`src/rtl/shift_sub_divider.sv`:
```
// shift_sub_divider
//   Sequential restoring divider: one quotient bit per SHIFT/SUB state pair.
//   A divisor is latched with Clr_Ld, a dividend is started with Run, and the
//   quotient/remainder are presented on Done after 2*WIDTH clock edges.
//   A zero divisor short-circuits to DONE with Quotient = all ones,
//   Remainder = dividend and Div_By_Zero set.
//
// Ports
//   Clk          rising-edge clock for all state
//   Reset        asynchronous, active-high reset
//   Clr_Ld       in IDLE: load divisor from Din, clear Q and R
//   Run          level; starts a division when sampled high in IDLE
//   Din          divisor (with Clr_Ld) or dividend (with Run)
//   Quotient     Q register (valid when Done=1)
//   Remainder    R register (valid when Done=1)
//   Busy         high in SHIFT or SUB
//   Done         high in DONE
//   Div_By_Zero  high in DONE when the divisor was zero

// Protocol invariants on the divider outputs.
module shift_sub_divider_checker (
  input logic Clk,
  input logic Reset,
  input logic Busy,
  input logic Done,
  input logic Div_By_Zero
);

  busy_done_exclusive_a : assert property (
    @(posedge Clk) disable iff (Reset) !(Busy && Done)
  );

  // A divide-by-zero result is only ever produced without iterating.
  dbz_never_busy_a : assert property (
    @(posedge Clk) disable iff (Reset) Div_By_Zero |-> !Busy
  );

endmodule

module shift_sub_divider #(
  parameter int WIDTH = 8
) (
  input  logic             Clk,
  input  logic             Reset,
  input  logic             Clr_Ld,
  input  logic             Run,
  input  logic [WIDTH-1:0] Din,
  output logic [WIDTH-1:0] Quotient,
  output logic [WIDTH-1:0] Remainder,
  output logic             Busy,
  output logic             Done,
  output logic             Div_By_Zero
);

  localparam int CW = $clog2(WIDTH) + 1;
  localparam logic [CW-1:0] CNT_ONE  = CW'(1);
  localparam logic [CW-1:0] CNT_LAST = CW'(WIDTH - 1);

  typedef enum logic [1:0] {
    IDLE  = 2'd0,
    SHIFT = 2'd1,
    SUB   = 2'd2,
    DONE  = 2'd3
  } state_t;

  state_t           state_r, state_s;
  logic [WIDTH-1:0] d_r, d_s;
  logic [WIDTH-1:0] q_r, q_s;
  logic [WIDTH-1:0] r_r, r_s;
  logic [CW-1:0]    cnt_r, cnt_s;
  logic             dbz_r, dbz_s;

  // R - D is one bit wider so the top bit is the borrow: borrow clear means
  // R >= D. R never exceeds WIDTH bits after the shift because R < D before it
  // and R is built from at most WIDTH-1 dividend bits before the final shift.
  logic [WIDTH:0]   diff_s;
  logic             r_ge_d_s;

  // Trial subtraction used by the SUB state.
  always_comb begin
    diff_s   = {1'b0, r_r} - {1'b0, d_r};
    r_ge_d_s = ~diff_s[WIDTH];
  end

  // State register and datapath registers.
  always_ff @(posedge Clk or posedge Reset) begin
    if (Reset) begin
      state_r <= IDLE;
      d_r     <= {WIDTH{1'b0}};
      q_r     <= {WIDTH{1'b0}};
      r_r     <= {WIDTH{1'b0}};
      cnt_r   <= {CW{1'b0}};
      dbz_r   <= 1'b0;
    end else begin
      state_r <= state_s;
      d_r     <= d_s;
      q_r     <= q_s;
      r_r     <= r_s;
      cnt_r   <= cnt_s;
      dbz_r   <= dbz_s;
    end
  end

  // Next-state and next-datapath logic; everything holds unless a state acts.
  always_comb begin
    state_s = state_r;
    d_s     = d_r;
    q_s     = q_r;
    r_s     = r_r;
    cnt_s   = cnt_r;
    dbz_s   = dbz_r;

    case (state_r)
      IDLE: begin
        if (Clr_Ld) begin
          // Loading a divisor takes priority over starting a division.
          d_s   = Din;
          q_s   = {WIDTH{1'b0}};
          r_s   = {WIDTH{1'b0}};
          dbz_s = 1'b0;
        end else if (Run) begin
          if (d_r != {WIDTH{1'b0}}) begin
            q_s     = Din;
            r_s     = {WIDTH{1'b0}};
            cnt_s   = {CW{1'b0}};
            dbz_s   = 1'b0;
            state_s = SHIFT;
          end else begin
            q_s     = {WIDTH{1'b1}};
            r_s     = Din;
            dbz_s   = 1'b1;
            state_s = DONE;
          end
        end else begin
          state_s = IDLE;
        end
      end

      SHIFT: begin
        // {R,Q} shifts left as one 2*WIDTH register; Q's LSB opens a slot
        // for the next quotient bit.
        r_s     = {r_r[WIDTH-2:0], q_r[WIDTH-1]};
        q_s     = {q_r[WIDTH-2:0], 1'b0};
        state_s = SUB;
      end

      SUB: begin
        if (r_ge_d_s) begin
          r_s = diff_s[WIDTH-1:0];
          q_s = {q_r[WIDTH-1:1], 1'b1};
        end else begin
          r_s = r_r;
          q_s = q_r;
        end
        cnt_s = cnt_r + CNT_ONE;
        if (cnt_r == CNT_LAST) begin
          state_s = DONE;
        end else begin
          state_s = SHIFT;
        end
      end

      DONE: begin
        // Run must drop before returning to IDLE, so a held Run cannot
        // retrigger a new division.
        if (Run) begin
          state_s = DONE;
        end else begin
          state_s = IDLE;
        end
      end

      default: begin
        state_s = IDLE;
      end
    endcase
  end

  assign Quotient    = q_r;
  assign Remainder   = r_r;
  assign Busy        = (state_r == SHIFT) || (state_r == SUB);
  assign Done        = (state_r == DONE);
  assign Div_By_Zero = dbz_r;

  shift_sub_divider_checker u_checker (
    .Clk         (Clk),
    .Reset       (Reset),
    .Busy        (Busy),
    .Done        (Done),
    .Div_By_Zero (Div_By_Zero)
  );

endmodule

```
`config.mk`:
```
export PLATFORM = sky130hd
export DESIGN_NAME = shift_sub_divider
export DESIGN_NICKNAME = d
export VERILOG_FILES = /design/src/rtl/shift_sub_divider.sv
export SDC_FILE = /design/constraint.sdc
export NUM_CORES = 1
export LEC_CHECK = 0
export ABC_AREA = 0
export ABC_CLOCK_PERIOD_IN_PS = 3120
export CAP_MARGIN = 20
export CORE_MARGIN = 4
export CORE_UTILIZATION = 35
export CTS_BUF_LIST = sky130_fd_sc_hd__clkbuf_8
export CTS_CLUSTER_DIAMETER = 150
export DETAILED_ROUTE_END_ITERATION = 8
export PLACE_DENSITY = 0.68
export SYNTH_ARGS = -nofsm -noshare
export SYNTH_HDL_FRONTEND = slang
export SYNTH_SLANG_ARGS = --single-unit
```
`constraint.sdc`:
```
create_clock -name Clk -period 3.12 [get_ports Clk]
set_clock_uncertainty 0.2 [all_clocks]
set_input_delay 0.936 -clock Clk [delete_from_list [all_inputs] [get_ports Clk]]
set_output_delay 0.936 -clock Clk [all_outputs]
set_load 0.01 [all_outputs]
```
==> flow_metrics.env, run 1 <==
export IMPL_worstPathRequired_ns=1.98
export IMPL_drc=0
export IMPL_gr_usage_met2_pct=22.0
export IMPL_grtUsageMet3_pct=4.66
export IMPL_post_route_period_util_pct=90.2
export IMPL_hold_depth=1
export IMPL_num_nets_final=273
export IMPL_clkTransAtPathRegs_ns=0.06
export IMPL_worst_path_stages=3
export IMPL_grt_pass1_vias=1643
export IMPL_die_y_um=83.2
export IMPL_p_per_area_nw_per_um2=1120
export IMPL_yosysTopAreaCell="dfrtp_1"
export IMPL_cts_sinks=31
export IMPL_slowest_delay_ns=0.55
export IMPL_worst_slew_margin_rel_pct=70.3
export IMPL_crit_family="buffers and inverters"
export IMPL_stdcell_count=318
export IMPL_gp_congestion=0.825
export IMPL_synth_async_sr_flop_share_pct=100
export IMPL_status="completed"
export IMPL_ctsResizeCount=0
export IMPL_hold_class="reg -> reg"
export IMPL_syn_avg_cell_area_um2=9.61
export IMPL_setup_tns_ns=0
export IMPL_start_kind="flop"
export IMPL_vias=1714
export IMPL_final_util_pct=45.1
export IMPL_ys_seq_area_share_pct=39.2
export IMPL_critPathSlowestCell="clkdlybuf4s50_1"
export IMPL_core_um2=5510
export IMPL_timing_hold_ws_ns=0.308
export IMPL_vias_per_cell=5.39
export IMPL_gr_total_overflow=0
export IMPL_syn_nets=234
export IMPL_drive_gt1_share_pct=12.6
export IMPL_post_route_min_period_ns=2.81
export IMPL_routed_wl_um=4960
export IMPL_hold_viol=0
export IMPL_crit_type="reg -> out"
export IMPL_reg2reg_setup_slack_ns=0.54
export IMPL_netlist_top_cells_area="dfrtp_1 (39%), ha_1 (9.5%), mux2_2 (6.3%)"
export IMPL_grt_use_met1_pct=19.8
export IMPL_final_area_um2=2480
export IMPL_synth_cell_area_um2=1980
export IMPL_synth_edf_count=0
export IMPL_cap_violations=0
export IMPL_worstPathArrival_ns=1.68
export IMPL_dominantRegCellSynth="dfrtp_1"
export IMPL_ys_ff_latch=31
export IMPL_syn_inst=206
export IMPL_cts_tree="done"
export IMPL_r2r_end="Remainder[4]"
export IMPL_crit_end="Busy"
export IMPL_die_w_um=83.2
export IMPL_postCtsSetupBuffers=0
export IMPL_drt_iter0_drc=115
export IMPL_clkLatencyLatePin_ns=0.28
export IMPL_synth_top_area_share_pct=39.2
export IMPL_dp_cells=310
export IMPL_rsz0062_at_grt="false"
export IMPL_worst_setup_path_end_kind="primary output"
export IMPL_worstMarginPinSlew_ns=0.444
export IMPL_placed_area_um2=2400
export IMPL_drt_first_pass_iters=4
export IMPL_syn2layout_area_growth_pct=25.4
export IMPL_cts_root_buffer="clkbuf_8"
export IMPL_grt_most_used_layer="met2"
export IMPL_synth_warnings=0
export IMPL_ir_drop_v=0.000390
export IMPL_cts_hold_buf=0
export IMPL_grt_pass1_wl_um=8200
export IMPL_htree_levels=2
export IMPL_fmax_mhz=355
export IMPL_row_count=27
export IMPL_startpoint="state_r[1]"
export IMPL_dp_hpwl_um=3760
export IMPL_grt_max_degree=32
export IMPL_antenna_found_initial=0
export IMPL_die_area_um2=6920
export IMPL_io_buffers=30
export IMPL_ys_types=44
export IMPL_setup_viol=0
export IMPL_cp_max_fo=5
export IMPL_ff2ff_path_depth=5
export IMPL_start_util_pct=35.9
export IMPL_critical_path_buf_inv_count=2
export IMPL_ios=31
export IMPL_p_leak_nw=1.10
export IMPL_maxSlewViolCount=0
export IMPL_path_cells="inv_1 -> ha_1 -> clkdlybuf4s50_1"
export IMPL_routedWlPerCell_um=15.6
export IMPL_n_antenna_cell=0
export IMPL_reg2reg_from="Remainder[5]"
export IMPL_ant_nets=0
export IMPL_cts_path_max_buffers=2
export IMPL_track_usage_pct=14.6
export IMPL_cts_buffers_inserted=5
## power by group
| group | leakage (nW) | switching, W | internal (W) |
|---|---|---|---|
| Combinational | 0.659 | 0.000889 | 0.000830 |
| Sequential | 0.386 | 0.000178 | 0.000592 |
| Clock | 0.0505 | 0.000152 | 0.000150 |
| Total | 1.10 | 0.00122 | 0.00157 |
## layout by cell type (no fill, tap or decap), types with 3 or more instances in the layout
master / n
a21o_1: 3
a21oi_1: 9
a22oi_1: 3
a31oi_1: 8
a32o_1: 3
and2_1: 4
buf_4: 9
clkbuf_8: 5
clkdlybuf4s50_1: 30
dfrtp_1: 31
ha_1: 15
inv_1: 16
mux2_2: 11
nand2_1: 18
nand2b_1: 6
nor2_1: 14
nor2b_1: 4
nor4_1: 3
o21ai_0: 18
## per-layer routing
layer,up-vias,routed length [um]
li1,834,-
met1,828,2300
met2,46,2310
met3,6,286
met4,0,58
met5,-,0
## registers in the layout, indices dropped and copies added (netlist names)
signal       cells
cnt_r            4
d_r              8
state_r          2
Remainder        8
Quotient         8
Div_By_Zero      1
## synthesized netlist by cell type (3+ instances only)
cell / number
a21o_1: 3
a21oi_1: 9
a22oi_1: 3
a31oi_1: 8
a32o_1: 3
and2_1: 4
clkbuf_1: 4
dfrtp_1: 31
ha_1: 15
inv_1: 14
mux2_2: 11
nand2_1: 18
nand2b_1: 6
nor2_1: 14
nor2b_1: 4
nor4_1: 3
o21ai_0: 18
## area by class of cell
type / count / area, um^2
Fill cell: 544 / 3020
Clock inverter: 3 / 12.5
Sequential cell: 31 / 776
Inverter: 14 / 52.6
Clock buffer: 5 / 68.8
Multi-Input combinational cell: 154 / 1110
Tap cell: 72 / 90.1
Timing Repair Buffer: 39 / 368
## metrics by stage
step	total power [W]	worst slack (ns)
3_3_place_gp	0.00246	0.264
6_report	0.00279	0.305
4_1_cts	0.00280	0.281
2_1_floorplan	0.00191	0.604
5_1_grt	0.00303	0.205
3_5_place_dp	0.00250	0.249
## worst reg2reg max path: stages (launching register included)
cell and delay (ns):
dfrtp_1 0.43, ha_1 0.40, a21o_1 0.24, or4_4 0.43
o21ai_4 0.39, mux2_2 0.39
## logic make-up (layout without fill, tap and decap cells)
group	Yosys count	count (layout)	share of synthesized area, %
flip-flops	31	31	39.2
AND/OR/NAND/NOR	60	60	15.5
buffers and inverters	21	61	4.49
adder cells (fa/ha/maj)	16	16	10.5
XOR/XNOR	1	1	0.443
multiplexers	12	12	6.76
AO/OA/AOI/OAI	65	65	23.1
## worst min-delay path by stage
stage          slack, ns        start          end
2_1_floorplan       0.30     cnt_r[1]     cnt_r[1]
3_3_place_gp        0.29  Div_By_Zero  Div_By_Zero
3_5_place_dp        0.30  Quotient[0]  Quotient[0]
4_1_cts             0.32  Div_By_Zero  Div_By_Zero
5_1_grt             0.33  Div_By_Zero  Div_By_Zero
6_report            0.31  Div_By_Zero  Div_By_Zero
Power figures use the tool's default switching activity.
==> inputs of run 2 (changes only) <==
- ABC_AREA: 0 -> 1
==> run 2 against run 1 <==
Against the previous run:
- global-route usage down 0.088 points
- routed wire length up 3.0%
- core utilization down 0.082 points
- register-to-register slack better by 0.29 ns
- first-iteration DRC count down 18%
- worst setup slack worse by 0.085 ns
- sequential share of layout area down 0.69 points
- combinational power down 3%
- maximum frequency down 2.9%
- non-clock buffer count down 7
- synthesized cell count up 39%
- highest routed layer unchanged
- critical path depth unchanged
==> flow_metrics.env, run 2 <==
export IMPL_worst_setup_path_end_kind="primary output"
export IMPL_ios=31
export IMPL_crit_type="reg -> out"
export IMPL_power_w=0.00272
export IMPL_core_um2=5640
export IMPL_final_common_cell="nand2_1"
export IMPL_syn_inst=286
export IMPL_die_y_um=85.4
export IMPL_gp_congestion=0.811
export IMPL_critical_path_buf_inv_count=2
export IMPL_p_clk_share_pct=11.0
export IMPL_htree_levels=2
export IMPL_routed_wl_um=5110
export IMPL_die_area_um2=7290
export IMPL_vias_per_cell=4.89
export IMPL_antenna_found_initial=0
export IMPL_drt_first_pass_iters=5
export IMPL_syn2layout_area_growth_pct=21.1
export IMPL_die_w_um=85.4
export IMPL_drive_gt1_share_pct=6.88
export IMPL_cts_hold_buf=0
export IMPL_rsz0062_at_grt="false"
export IMPL_num_nets_final=347
export IMPL_grt_max_degree=32
export IMPL_vias=1915
export IMPL_ys_seq_area_share_pct=37.0
export IMPL_dp_hpwl_um=3920
export IMPL_synth_cell_area_um2=2100
export IMPL_setup_tns_ns=0
export IMPL_clkTransAtPathRegs_ns=0.07
export IMPL_routedWlPerCell_um=13.0
export IMPL_p_seq_share_pct=27.7
export IMPL_setup_viol=0
export IMPL_grt_pass1_vias=1811
export IMPL_p_comb_share_pct=61.3
export IMPL_reg2reg_from="Remainder[0]"
export IMPL_syn_avg_cell_area_um2=7.33
export IMPL_start_util_pct=37.1
export IMPL_r2r_end="Remainder[3]"
export IMPL_synth_async_sr_flop_share_pct=100
export IMPL_slowest_delay_ns=0.57
export IMPL_grt_pass1_wl_um=8470
export IMPL_dominantRegCellSynth="dfrtp_1"
export IMPL_cts_buffers_inserted=5
export IMPL_track_usage_pct=14.5
export IMPL_netSwitchingFraction_pct=47.5
export IMPL_ys_top_cells_by_count="nand2_1 (78), inv_1 (42), dfrtp_1 (31)"
export IMPL_path_cells="inv_1 -> ha_1 -> clkdlybuf4s50_1"
export IMPL_ant_nets=0
export IMPL_final_util_pct=45.0
export IMPL_layout_common_cells="nand2_1 (78), inv_1 (44), dfrtp_1 (31)"
export IMPL_critPathSlowestCell="clkdlybuf4s50_1"
export IMPL_postCtsSetupBuffers=0
export IMPL_ir_drop_v=0.000377
export IMPL_worstPathArrival_ns=1.76
export IMPL_ys_ff_latch=31
export IMPL_synth_most_common_cell="nand2_1"
export IMPL_row_count=27
export IMPL_synth_edf_count=0
export IMPL_hold_viol=0
export IMPL_worst_slew_margin_rel_pct=48.8
export IMPL_multi_input_comb_area_um2=1100
export IMPL_yosysTopAreaCell="dfrtp_1"
export IMPL_fillers=580
export IMPL_reg2reg_setup_slack_ns=0.83
export IMPL_post_route_period_util_pct=92.9
export IMPL_maxSlewViolCount=0
export IMPL_post_route_min_period_ns=2.90
export IMPL_fmax_mhz=345
export IMPL_worstPathRequired_ns=1.98
export IMPL_start_kind="flop"
export IMPL_p_per_area_nw_per_um2=1070
export IMPL_drt_iter0_drc=94
export IMPL_p_leak_nw=1.26
export IMPL_cts_tree="done"
export IMPL_synth_warnings=0
export IMPL_crit_family="buffers and inverters"
export IMPL_netlist_top_cells_area="dfrtp_1 (37%), nand2_1 (14%), ha_1 (9.0%)"
export IMPL_syn_nets=314
export IMPL_seq_area_um2=776
export IMPL_power_switching_w=0.00129
export IMPL_cts_sinks=31
export IMPL_io_buffers=30
export IMPL_cp_max_fo=4
export IMPL_hold_end="d_r[3]"
export IMPL_cap_violations=0
export IMPL_cts_root_buffer="clkbuf_8"
export IMPL_ff2ff_path_depth=12
export IMPL_p_int_w=0.00143
export IMPL_status="completed"
export IMPL_min_from="d_r[3]"
export IMPL_worstMarginPinSlew_ns=0.765
export IMPL_ys_types=30
export IMPL_drc=0
export IMPL_clkLatencyLatePin_ns=0.28
export IMPL_synth_top_area_share_pct=37.0
export IMPL_ctsResizeCount=0
export IMPL_cts_path_max_buffers=2
export IMPL_hold_depth=2
export IMPL_timing_hold_ws_ns=0.295
export IMPL_gr_total_overflow=0
export IMPL_hold_class="reg -> reg"
export IMPL_n_antenna_cell=0
run 2: worst max-delay path by stage:
stage	cells after the start	to	startpoint	slack, ns
floorplan	12	Remainder[0]	Remainder[0]	1.10
global placement	7	Remainder[7]	Clr_Ld	0.49
detailed placement	7	Remainder[3]	Clr_Ld	0.45
CTS	3	Busy	state_r[0]	0.21
global route	3	Busy	state_r[0]	0.11
finish	3	Busy	state_r[0]	0.22
run 2: layout make-up:
cell class | instances | share of cell area (%)
Sequential cell | 31 | 30.6
Clock inverter | 3 | 0.493
Timing Repair Buffer | 32 | 12.4
Tap cell | 72 | 3.55
Multi-Input combinational cell | 201 | 43.2
Inverter | 48 | 7.10
Clock buffer | 5 | 2.71
run 2: cell families (layout without fill, tap and decap cells):
kind of cell | after synthesis | after routing | synth area share, %
AND/OR/NAND/NOR | 130 | 130 | 26.5
buffers and inverters | 54 | 88 | 10.7
AO/OA/AOI/OAI | 53 | 53 | 14.9
flip-flops | 31 | 31 | 37.0
adder cells (fa/ha/maj) | 16 | 16 | 9.91
XOR/XNOR | 1 | 1 | 0.418
multiplexers | 1 | 1 | 0.537
run 2: per-layer routing:
layer	vias up	routed length [um]	track usage [%]
li1	988	-	-
met1	880	2470	19.7
met2	41	2360	22.5
met3	6	205	3.11
met4	0	72	5.32
met5	-	0	0
run 2: tightest hold or removal path, cell delays in order, from the launching register on:
cell	delay (ns)
dfrtp_1	0.35
nand2_1	0.05
o21ai_0	0.06
run 2: power groups by stage:
stage          Combinational, W  Clock (W)  Sequential, W
2_1_floorplan           0.00116          0       0.000764
6_report                0.00167   0.000299       0.000754
5_1_grt                 0.00188   0.000320       0.000783
3_5_place_dp            0.00165          0       0.000759
3_3_place_gp            0.00162          0       0.000759
4_1_cts                 0.00167   0.000306       0.000755
run 2: metrics by stage:
stage	setup WS (ns)	cell area (um^2)	std cells
after floorplan	1.10	2100	286
after global placement	0.493	2460	384
after detailed placement	0.449	2460	384
after CTS	0.210	2540	392
after global routing	0.112	2540	392
final	0.220	2540	392
